**src/rtl/morse_pkg.sv**
```systemverilog
// Shared Morse framing constants: code/length widths, symbol encoding and the
// default timing used by the matching transmitter.
package morse_pkg;

    localparam int MORSE_CODE_W = 8;
    localparam int MORSE_LEN_W  = 4;

    typedef enum logic {
        SYM_DOT  = 1'b0,
        SYM_DASH = 1'b1
    } sym_t;

    localparam int DEF_DOT_LEN  = 1;
    localparam int DEF_DASH_LEN = 3;
    localparam int DEF_CHAR_GAP = 3;
    localparam int DEF_WORD_GAP = 7;
    localparam int DEF_MAX_SYM  = 8;

endpackage

```
**src/rtl/morse_run_cnt.sv**
```systemverilog
// Saturating run-length counter: counts consecutive cycles with level=1 and
// flags the first cycle of a run (rise) and the first cycle after it (fall).
module morse_run_cnt #(
    parameter int LIMIT = 4,
    parameter int CNT_W = $clog2(LIMIT + 1)
) (
    input  logic             clock,
    input  logic             reset,
    input  logic             level,
    output logic [CNT_W-1:0] count,
    output logic [CNT_W-1:0] count_nxt,
    output logic             rise,
    output logic             fall
);

    localparam logic [CNT_W-1:0] LIM = CNT_W'(LIMIT);

    always_comb begin
        count_nxt = '0;
        if (level) begin
            count_nxt = (count == LIM) ? count : count + CNT_W'(1);
        end
    end

    assign rise = level && (count == '0);
    assign fall = !level && (count != '0);

    always_ff @(posedge clock or negedge reset) begin
        if (!reset) begin
            count <= '0;
        end else begin
            count <= count_nxt;
        end
    end

endmodule

```
**src/rtl/morse_decoder.sv**
```systemverilog
// Morse receiver: classifies LED on/off runs into dots, dashes and gaps and
// emits each character as an MSB-first code plus symbol count.
module morse_decoder
    import morse_pkg::*;
#(
    parameter int DOT_LEN  = DEF_DOT_LEN,
    parameter int DASH_LEN = DEF_DASH_LEN,
    parameter int CHAR_GAP = DEF_CHAR_GAP,
    parameter int WORD_GAP = DEF_WORD_GAP,
    parameter int MAX_SYM  = DEF_MAX_SYM
) (
    input  logic                    clock,
    input  logic                    reset,
    input  logic                    led_in,
    output logic                    char_vald,
    output logic [MORSE_CODE_W-1:0] charcode_data,
    output logic [MORSE_LEN_W-1:0]  charlen_data,
    output logic                    char_err
);

    localparam int ON_W  = $clog2(DASH_LEN + 2);
    localparam int OFF_W = $clog2(WORD_GAP + 1);

    localparam logic [ON_W-1:0]         DOT_C    = ON_W'(DOT_LEN);
    localparam logic [ON_W-1:0]         DASH_C   = ON_W'(DASH_LEN);
    localparam logic [OFF_W-1:0]        CHAR_C   = OFF_W'(CHAR_GAP);
    localparam logic [OFF_W-1:0]        WORD_C   = OFF_W'(WORD_GAP);
    localparam logic [MORSE_LEN_W-1:0]  MAX_C    = MORSE_LEN_W'(MAX_SYM);
    localparam logic [MORSE_CODE_W-1:0] CODE_MSB = {1'b1, {(MORSE_CODE_W-1){1'b0}}};

    logic [ON_W-1:0]         on_cnt, on_cnt_nxt;
    logic [OFF_W-1:0]        off_cnt, off_cnt_nxt;
    logic                    on_rise, on_fall, off_rise, off_fall;
    logic [MORSE_CODE_W-1:0] shreg, shreg_nxt;
    logic [MORSE_LEN_W-1:0]  sym_cnt, sym_nxt;
    logic                    bad, bad_nxt, armed;
    logic                    char_hit, word_hit, end_char;
    sym_t                    sym;
    logic                    unused_run_sigs;

    morse_run_cnt #(.LIMIT(DASH_LEN + 1), .CNT_W(ON_W)) u_on_run (
        .clock     (clock),
        .reset     (reset),
        .level     (led_in),
        .count     (on_cnt),
        .count_nxt (on_cnt_nxt),
        .rise      (on_rise),
        .fall      (on_fall)
    );

    morse_run_cnt #(.LIMIT(WORD_GAP), .CNT_W(OFF_W)) u_off_run (
        .clock     (clock),
        .reset     (reset),
        .level     (!led_in),
        .count     (off_cnt),
        .count_nxt (off_cnt_nxt),
        .rise      (off_rise),
        .fall      (off_fall)
    );

    assign unused_run_sigs = ^{on_cnt_nxt, on_rise, off_rise, off_fall};

    // Symbol classification folds into the same edge as end-of-character,
    // so a character ending on a short CHAR_GAP still sees its last symbol.
    always_comb begin
        sym       = (on_cnt == DASH_C) ? SYM_DASH : SYM_DOT;
        sym_nxt   = sym_cnt;
        shreg_nxt = shreg;
        bad_nxt   = bad;
        if (on_fall) begin
            if (on_cnt != DOT_C && on_cnt != DASH_C) begin
                bad_nxt = 1'b1;
            end else if (sym_cnt == MAX_C) begin
                bad_nxt = 1'b1;
            end else begin
                if (sym == SYM_DASH) begin
                    shreg_nxt = shreg | (CODE_MSB >> sym_cnt);
                end
                sym_nxt = sym_cnt + MORSE_LEN_W'(1);
            end
        end
    end

    assign char_hit = (off_cnt_nxt == CHAR_C) && (off_cnt != CHAR_C);
    assign word_hit = (off_cnt_nxt == WORD_C) && (off_cnt != WORD_C) && armed;
    assign end_char = char_hit && ((sym_nxt != '0) || bad_nxt);

    always_ff @(posedge clock or negedge reset) begin
        if (!reset) begin
            shreg         <= '0;
            sym_cnt       <= '0;
            bad           <= 1'b0;
            armed         <= 1'b0;
            char_vald     <= 1'b0;
            char_err      <= 1'b0;
            charcode_data <= '0;
            charlen_data  <= '0;
        end else begin
            char_vald <= 1'b0;
            char_err  <= 1'b0;
            shreg     <= shreg_nxt;
            sym_cnt   <= sym_nxt;
            bad       <= bad_nxt;
            if (end_char) begin
                shreg   <= '0;
                sym_cnt <= '0;
                bad     <= 1'b0;
                if (bad_nxt) begin
                    char_err <= 1'b1;
                end else begin
                    char_vald     <= 1'b1;
                    charcode_data <= shreg_nxt;
                    charlen_data  <= sym_nxt;
                    armed         <= 1'b1;
                end
            end else if (word_hit) begin
                char_vald     <= 1'b1;
                charcode_data <= '0;
                charlen_data  <= '0;
                armed         <= 1'b0;
            end
        end
    end

endmodule

```
**config.mk**
```make
export PLATFORM = sky130hd
export DESIGN_NAME = morse_decoder
export DESIGN_NICKNAME = d
export VERILOG_FILES = /design/src/rtl/morse_pkg.sv /design/src/rtl/morse_run_cnt.sv /design/src/rtl/morse_decoder.sv
export SDC_FILE = /design/constraint.sdc
export NUM_CORES = 1
export LEC_CHECK = 0
export ABC_AREA = 1
export CAP_MARGIN = 15
export CORE_MARGIN = 5
export CORE_UTILIZATION = 61
export DETAILED_ROUTE_END_ITERATION = 8
export PLACE_DENSITY_LB_ADDON = 0.2
export SLEW_MARGIN = 15
export SYNTH_ARGS = -nofsm -noshare
export SYNTH_HDL_FRONTEND = slang
export SYNTH_SLANG_ARGS = --single-unit
```
**constraint.sdc**
```tcl
create_clock -name clock -period 4.8 [get_ports clock]
set_input_delay 0.96 -clock clock [delete_from_list [all_inputs] [get_ports clock]]
set_output_delay 0.96 -clock clock [all_outputs]
set_load 0.01 [all_outputs]
```
==> flow_metrics.env <==
export IMPL_status="finished, final reports clean"
export IMPL_clock_sinks=34
export IMPL_pwr_share_comb=0.371
export IMPL_dp_final_hpwl_mm=2.589
export IMPL_hold_path_cell_count=2
export IMPL_drt_antenna_violating_nets=0
export IMPL_cts_hold_buffers=0
export IMPL_grt_use_total=0.1901
export IMPL_rsz0062_at_grt="false"
export IMPL_drt_wl_total_mm=3.501
export IMPL_gp_congestion=0.8160
export IMPL_top_level_ports=17
export IMPL_synthSimpleGateAreaFrac=0.2654
export IMPL_syn_to_final_growth_pct=11.36
export IMPL_cp_end_kind="flip-flop"
export IMPL_ctsResizeCount=0
export IMPL_finalSetupViolCount=0
export IMPL_dieArea_um2=4277
export IMPL_cts_tree="built"
export IMPL_clockBufferDepth=2
export IMPL_post_drt_wl_per_cell_um=15.09
export IMPL_post_cts_buffers=0
export IMPL_grt_pass1_vias=1387
export IMPL_worstSetupStartpointType="primary input"
export IMPL_path_max_fanout=14
export IMPL_dieWidth_um=65.40
export IMPL_crit_required_ns=5.02
export IMPL_root_buffer="clkbuf_4"
export IMPL_syn_num_nets=195
export IMPL_ff2ff_setup_slack_ns=2.49
export IMPL_num_vias=1329
export IMPL_synth_top_family_by_area="simple AND/OR/NAND/NOR gates"
export IMPL_worstMarginPinSlew_ns=0.6602
export IMPL_synth_area_mux_share=0
export IMPL_grt_pass1_wl_mm=6.230
export IMPL_synth_compound_area_share=0.1344
export IMPL_cts_max_level=2
export IMPL_power_density_nw_per_um2=432.2
export IMPL_clk_pin_slew_ns=0.11
export IMPL_cts_buffers=5
export IMPL_drive_above_1_share=0.2211
export IMPL_port_buffers=16
export IMPL_setup_tns_final_ns=0
export IMPL_slew_headroom=0.5587
export IMPL_insertion_delay_ns=0.32
export IMPL_initial_core_util=0.6233
export IMPL_power_w=0.0009009
export IMPL_synth_top_area_frac=0.4545
export IMPL_p_seq_frac=0.407
export IMPL_power_internal_w=0.0005569
export IMPL_fin_util=0.6942
export IMPL_place_ws_ns=1.733
export IMPL_p_leak_nw=0.9965
export IMPL_critical_path_class="primary input to flip-flop"
export IMPL_yosysUniqueCellTypes=27
export IMPL_ys_seq_area_frac=0.4545
export IMPL_antenna_cells=0
export IMPL_synth_seq_cells=34
export IMPL_layout_nets=212
export IMPL_synth_cells=181
export IMPL_synth_adder_area_share=0.07353
export IMPL_hp_class="flip-flop to flip-flop"
export IMPL_dp_cells=224
export IMPL_clock_power_share=0.223
export IMPL_p_switching_w=0.0003440
export IMPL_grt_overflow=0
export IMPL_arrival_ns=2.93
export IMPL_vias_per_cell=5.728
export IMPL_swShare=0.3819
export IMPL_syn_area_um2=1872
export IMPL_max_clock_freq_mhz=369.9
export IMPL_drtIter0Drc=71
export IMPL_r2r_cells=7
export IMPL_finClkSkew_ns=0.01405
export IMPL_yosysWarnings=0
export IMPL_period_share=0.5633
export IMPL_placementRows=20
export IMPL_die_y_um=65.40
export IMPL_synth_top_area_cell="dfrtp_1"
export IMPL_synthXorXnorAreaFrac=0
export IMPL_drv_cap=0
export IMPL_slew_violations=0
export IMPL_grt_antenna_before_repair=0
export IMPL_vdd_drop_max_mv=0.2872
export IMPL_synthTopCellsByArea="dfrtp_1 45%, ha_1 7.4%, nand3_2 5.9%"
export IMPL_layout_setup_ws_ns=2.096
export IMPL_core_um2=3003
export IMPL_final_cells=232
export IMPL_syn_area_per_cell_um2=10.34
export IMPL_fin_crit_ns=2.704
export IMPL_firstDrtPassIters=4
export IMPL_hold_viol_final=0
export IMPL_grt_max_degree=35
export IMPL_drc=0
-- cells in the final DEF, fill, tap and decap left out, types with 11 or more instances in the layout --
cell type / instances
dfrtp_1: 34
nand2_1: 28
clkdlybuf4s50_1: 16
inv_1: 15
nand4_1: 15
nand3_1: 11
nand3_2: 11
ha_1: 11
-- cells in the mapped netlist (all sizes together) --
library cell and instances:
nand2 35, dfrtp 34, nand3 23, inv 17
nand4 15, ha 11, a21boi 10, a21oi 9
buf 7, nor2 7, o21ai 6, o21bai 6
or2 1
-- worst max-delay path, stage by stage --
cell and delay (ns):
clkdlybuf4s50_1 0.53, inv_2 0.13, o21ai_0 0.08, a21oi_1 0.20, nand2_2 0.14, nor2_2 0.10, nand3_1 0.46, nand3_1 0.26
nand2_1 0.06
-- final cells by class --
cell class | count | area [um2]
Tap cell | 33 | 41.29
Inverter | 17 | 63.81
Timing Repair Buffer | 17 | 167.7
Fill cell | 257 | 918.4
Multi-Input combinational cell | 123 | 885.9
Sequential cell | 34 | 850.8
Clock buffer | 7 | 45.04
Clock inverter | 1 | 30.03
-- flip-flops by register name (all words and copies together), names as in the netlist, 3 cells and up --
| signal | flops |
|---|---|
| charlen_data | 4 |
| u_on_run.count | 3 |
| charcode_data | 8 |
| sym_cnt | 4 |
| u_off_run.count | 3 |
| shreg | 8 |
-- kinds of logic after synthesis --
kind of cell | Yosys count
compound gates | 31
simple gates | 81
fa+ha+maj | 11
flops | 34
buf+inv | 24
-- metal layers --
layer / up-vias / wire (um) / GRT usage
li1: 650 / - / -
met1: 652 / 1506 / 0.2284
met2: 21 / 1816 / 0.3249
met3: 6 / 109 / 0.04274
met4: 0 / 69 / 0.08290
met5: - / 0 / 0
-- final timing paths --
| check | start | end |
|---|---|---|
| worst max-delay path | led_in | charcode_data[6] |
| max in group asynchronous | reset | shreg[4] |
| min in group asynchronous | reset | charcode_data[6] |
| worst max register to register | sym_cnt[0] | sym_cnt[3] |
| worst min register to register | shreg[0] | shreg[0] |
| worst min-delay path | shreg[0] | shreg[0] |
-- per-stage QoR --
step / hold WS, ns / instance area [um2]
finish: 0.5075 / 2085
global route: 0.5288 / 2085
CTS: 0.5104 / 2085
detailed placement: 0.4896 / 2009
global placement: 0.4835 / 2009
floorplan: 0.4695 / 1872
-- power groups by stage --
| stage | combinational [W] | sequential [W] | clock, W |
|---|---|---|---|
| after floorplan | 0.000262 | 0.000369 | 0 |
| after global placement | 0.000318 | 0.000369 | 0 |
| after detailed placement | 0.000336 | 0.000372 | 0 |
| after CTS | 0.000337 | 0.000366 | 0.000206 |
| after global routing | 0.000371 | 0.000373 | 0.000222 |
| final | 0.000334 | 0.000366 | 0.000200 |
No activity file was read; power rests on OpenSTA's default activity.
